[src/rtl/lzc_seq_scanner.sv]
// Sequential leading-zero counter: scans the operand MSB-first one CHUNK per cycle
// and reports the leading-zero count (or all-zero) through a valid/ready handshake.
module lzc_seq_scanner #(
    parameter int unsigned WIDTH = 64,
    parameter int unsigned CHUNK = 16,
    localparam int unsigned NCHUNK = WIDTH / CHUNK,
    localparam int unsigned COUNT = $clog2(WIDTH)
) (
    input  logic             clk,
    input  logic             rst,
    input  logic             in_valid,
    output logic             in_ready,
    input  logic [WIDTH-1:0] in_data,
    output logic             out_valid,
    input  logic             out_ready,
    output logic [COUNT-1:0] out_count,
    output logic             out_zero,
    output logic             busy
);

    localparam int unsigned LVLS = $clog2(CHUNK);
    localparam int unsigned KW   = (NCHUNK > 1) ? $clog2(NCHUNK) : 1;
    localparam logic [KW-1:0] K_LAST = KW'(NCHUNK - 1);

    if ((WIDTH & (WIDTH - 1)) != 0) begin : g_bad_width
        $error("lzc_seq_scanner: WIDTH must be a power of two");
    end
    if ((CHUNK & (CHUNK - 1)) != 0 || CHUNK < 2) begin : g_bad_chunk
        $error("lzc_seq_scanner: CHUNK must be a power of two and at least 2");
    end
    if (WIDTH < CHUNK) begin : g_bad_ratio
        $error("lzc_seq_scanner: WIDTH must be at least CHUNK");
    end

    typedef enum logic [1:0] {
        IDLE = 2'd0,
        SCAN = 2'd1,
        DONE = 2'd2
    } state_t;

    state_t            state;
    logic [KW-1:0]     k;
    logic [WIDTH-1:0]  data_q;
    logic [CHUNK-1:0]  chunk;
    logic              chunk_nz;
    logic [LVLS-1:0]   chunk_lz;

    // Binary-tree leading-zero count: leaf j is bit j; at each level the upper child wins
    // when nonzero, otherwise the lower child's count is offset by the upper child's span.
    function automatic logic [LVLS:0] chunk_lzc(input logic [CHUNK-1:0] c);
        logic            nz  [LVLS+1][CHUNK];
        logic [LVLS-1:0] cnt [LVLS+1][CHUNK];
        for (int j = 0; j < CHUNK; j++) begin
            nz[0][j]  = c[j];
            cnt[0][j] = '0;
        end
        for (int l = 1; l <= LVLS; l++) begin
            for (int j = 0; j < CHUNK / 2; j++) begin
                nz[l][j]  = nz[l-1][2*j+1] | nz[l-1][2*j];
                cnt[l][j] = nz[l-1][2*j+1] ? cnt[l-1][2*j+1]
                                           : (cnt[l-1][2*j] | LVLS'(1 << (l - 1)));
            end
        end
        return {nz[LVLS][0], cnt[LVLS][0]};
    endfunction

    // The operand register is shifted left after each zero chunk, so the current chunk is always on top.
    assign chunk = data_q[WIDTH-1 -: CHUNK];

    always_comb begin
        {chunk_nz, chunk_lz} = chunk_lzc(chunk);
    end

    assign in_ready  = (state == IDLE) && !rst;
    assign out_valid = (state == DONE);
    assign busy      = (state != IDLE);

    always_ff @(posedge clk) begin
        if (rst) begin
            state     <= IDLE;
            k         <= '0;
            data_q    <= '0;
            out_count <= '0;
            out_zero  <= 1'b0;
        end else begin
            case (state)
                IDLE: begin
                    if (in_valid) begin
                        data_q <= in_data;
                        k      <= '0;
                        state  <= SCAN;
                    end
                end
                SCAN: begin
                    if (chunk_nz) begin
                        out_count <= (COUNT'(k) << LVLS) | COUNT'(chunk_lz);
                        out_zero  <= 1'b0;
                        state     <= DONE;
                    end else if (k == K_LAST) begin
                        out_count <= '0;
                        out_zero  <= 1'b1;
                        state     <= DONE;
                    end else begin
                        k      <= k + KW'(1);
                        data_q <= data_q << CHUNK;
                    end
                end
                DONE: begin
                    if (out_ready) begin
                        state <= IDLE;
                    end
                end
                default: state <= IDLE;
            endcase
        end
    end

endmodule

[config.mk]
export PLATFORM = sky130hd
export DESIGN_NAME = lzc_seq_scanner
export DESIGN_NICKNAME = d
export VERILOG_FILES = /design/src/rtl/lzc_seq_scanner.sv
export SDC_FILE = /design/constraint.sdc
export NUM_CORES = 1
export LEC_CHECK = 0
export BUFFER_PORTS_ARGS = -buffer_cell sky130_fd_sc_hd__buf_2
export CAP_MARGIN = 5
export CORE_MARGIN = 4
export CORE_UTILIZATION = 61
export CTS_BUF_LIST = sky130_fd_sc_hd__clkbuf_8
export DETAILED_ROUTE_END_ITERATION = 8
export PLACE_DENSITY_LB_ADDON = 0.2
export SLEW_MARGIN = 10
export SYNTH_ARGS = -nofsm -noshare
export SYNTH_HDL_FRONTEND = slang
export SYNTH_SLANG_ARGS = --single-unit
export TNS_END_PERCENT = 30
[constraint.sdc]
create_clock -name clk -period 3.2 [get_ports clk]
set_input_delay 0.16 -clock clk [delete_from_list [all_inputs] [get_ports clk]]
set_output_delay 0.16 -clock clk [all_outputs]
set_load 0.02 [all_outputs]
==> metrics.csv <==
metric,value,unit
# fillers,457,
Syn Area/Cell,9.492,um2
Root Buffer,clkbuf_8,
Sw Pwr,0.6901,mW
predominant post-synthesis flop cell,dfxtp_1,
Final ANT Viol Nets,0,
Worst Hold Class,in2reg,
peak supply drop,0.3227,mV
async set-reset flop share out of synthesis,0,%
Slew Limit Fails,0,
Final Wtd Congestion,0.9416,
postcts setup bufs,0,
Max Root-Sink Buffers,2,
CP startpoint kind,flip-flop,
Yosys reg bits,75,
post-CTS sizing,0,
Clock Latency Late Sink,0.35,ns
grt peak-use layer,met2,
first-pass GRT wire length,15800,um
Post-Syn Instances,387,
Top-Level Pins,78,
GRT Util Overall,27.27,%
slowest CP cell,or4_1,
Core ar.,5886,um2
CTS tree,yes,
Synth cell types,34,
most frequent cells in the layout,"a211oi_1, buf_2, dfxtp_1",
WP buf/inv,1,
crit path capture type,flip-flop,
sequential share of power,47.4,%
Switching Share,30.33,%
CP max FO,49,
DRC viols,0,
Post-CTS Hold Buffers,0,
TNS Setup,0,ns
FF+latch area,1501,um2
Crit path max-delay family,simple AND/OR/NAND/NOR gates,
clk slew on worst S/H paths,0.08,ns
measured slew at the worst slew-check pin,0.7840,ns
"EDFF count, synth",0,
diode count,0,
synthesized cell area,3674,um2
P_leak,1.827,nW
"Period Utilization, post-route",72.21,%
Max-slew headroom,47.73,%
GR Util met1,36.39,%
synthesized net count,456,
Final HPWL DP,6224,um
"Seq/Total Area, Yosys",40.87,%
Die X,85.60,um
initial core utilization,62.41,%
clock power share,31.5,%
Peak Freq,432.7,MHz
Layout area overhead,16.01,%
M2 GR Usage,41.60,%
final cell count without fillers,520,
RSZ-0062 raised after global routing,no,
routed vias,3344,
Pint,1.585,mW
Combinational Power Share,21.1,%
outcome,"finished, final reports clean",
final hold violations,0,
Max-Cap Viols,0,
layout cell share with drive strength beyond 1,25.84,%
sequence of cells on the critical path,or4_1 > nor4_4 > buf_4 > a211oi_1 > a211oi_2,
CP peak stage delay,0.67,ns
power after layout,2.276,mW
PwrDens,534.0,nW/um2
Sink Count,75,
Die Y,85.60,um
"most common cell after layout, fill and taps aside",a211oi_1,
PortBufs,77,
largest net degree at the start of global routing,51,
Inst Count DP,504,
H-tree levels,3,
critical path class,reg2reg,
vias in the first global route,3216,
area occupied by multi-input gates,1984,um2
# nets final,509,
clock skew,0.005845,ns
initial antenna violation count,0,
met3 GRT Util,6.052,%
reg-to-reg setup timing slack,0.89,ns
fin crit period,2.311,ns
WL final,9627,um
Syn. warnings,0,
Final Setup Violations,0,
Die ar.,7327,um2
DR WL/cell,18.51,um
initial DRC count,287,
Via density,6.431,
Rows,28,
Worst EP required,3.47,ns
GRT overflow,0,
drt first pass iters,4,
critical path arrival,2.58,ns
CTS Buf Count,9,
-- path summary, 6_finish.rpt --
path	from	to	cells past startpoint
max	data_q[63]	data_q[55]	5
min	in_data[11]	data_q[11]	3
max reg2reg	data_q[63]	data_q[55]	5
min reg2reg	out_count[4]	out_count[4]	2
-- Yosys cell counts (2+ instances only) --
library cell  number  area, um2
a211oi_2           9      112.6
or4_1              4      30.03
nand2b_1           5      31.28
nand4_1            5      31.28
inv_1              6      22.52
nand3_1           18      90.09
nor2_1             8      30.03
a211oi_1          88      660.6
mux2i_1           48      480.5
o311ai_0           2      17.52
nor2b_1            4      25.02
a21oi_1           22      110.1
nand2_1            4      15.01
buf_2              6      30.03
or3_1              2      12.51
nor4_1             4      25.02
o21ai_0            5      25.02
o211ai_1          18      135.1
nor3_1             2      10.01
and2_1             2      12.51
buf_4              2      15.01
dfxtp_1           75       1501
a31oi_1            3      18.77
clkbuf_1          35      131.4
-- state kept, by name (all words and copies together) (netlist names) --
signal and flops:
out_count 6, out_zero 1, data_q 64, k 2, state 2
-- cell type report --
class | count | share of cell area, %
multi-input cells | 262 | 46.56
flip-flops and latches | 75 | 35.23
repair buffers | 86 | 10.92
clock buffers | 10 | 3.230
well taps | 75 | 2.202
clock inverters | 6 | 1.321
inverters | 6 | 0.5285
-- kinds of logic after synthesis --
| family | share of synthesized area (%) |
|---|---|
| muxes | 13.08 |
| buffers and inverters | 5.722 |
| AOI/OAI and AO/OA | 30.89 |
| DFF | 40.87 |
| and+or+nand+nor | 9.094 |
| adders and majority gates | 0.3405 |
-- power groups by stage --
stage	Clock (mW)	Combinational [mW]	Sequential [mW]
after global placement	0	0.466	1.09
after CTS	0.726	0.479	1.08
after floorplan	0	0.347	1.08
final	0.716	0.481	1.08
after detailed placement	0	0.474	1.10
after global routing	0.768	0.527	1.09
-- metrics by stage --
step	instance area, um2	hold WS (ns)	util, %	worst slack (ns)
2_1_floorplan	3674	0.3077	-	1.268
3_3_place_gp	4068	0.4132	69.11	0.9465
3_5_place_dp	4068	0.4195	69.11	0.9537
4_1_cts	4262	0.03833	72.41	0.9122
5_1_grt	4262	0.04328	72.41	0.7354
6_report	4262	0.05472	72.41	0.8891
-- routing by layer --
layer | wire (um) | share of wire (%)
met5 | 0 | 0
met1 | 4181 | 43
met2 | 4533 | 47
met3 | 582 | 6.0
met4 | 330 | 3.4
-- tightest hold or removal path: cells and delay by family --
kind / cells / cell delay (ns)
buf+inv: 1 / 0.10
simple gates: 1 / 0.05
compound gates: 1 / 0.05
Power figures use the tool's default switching activity.
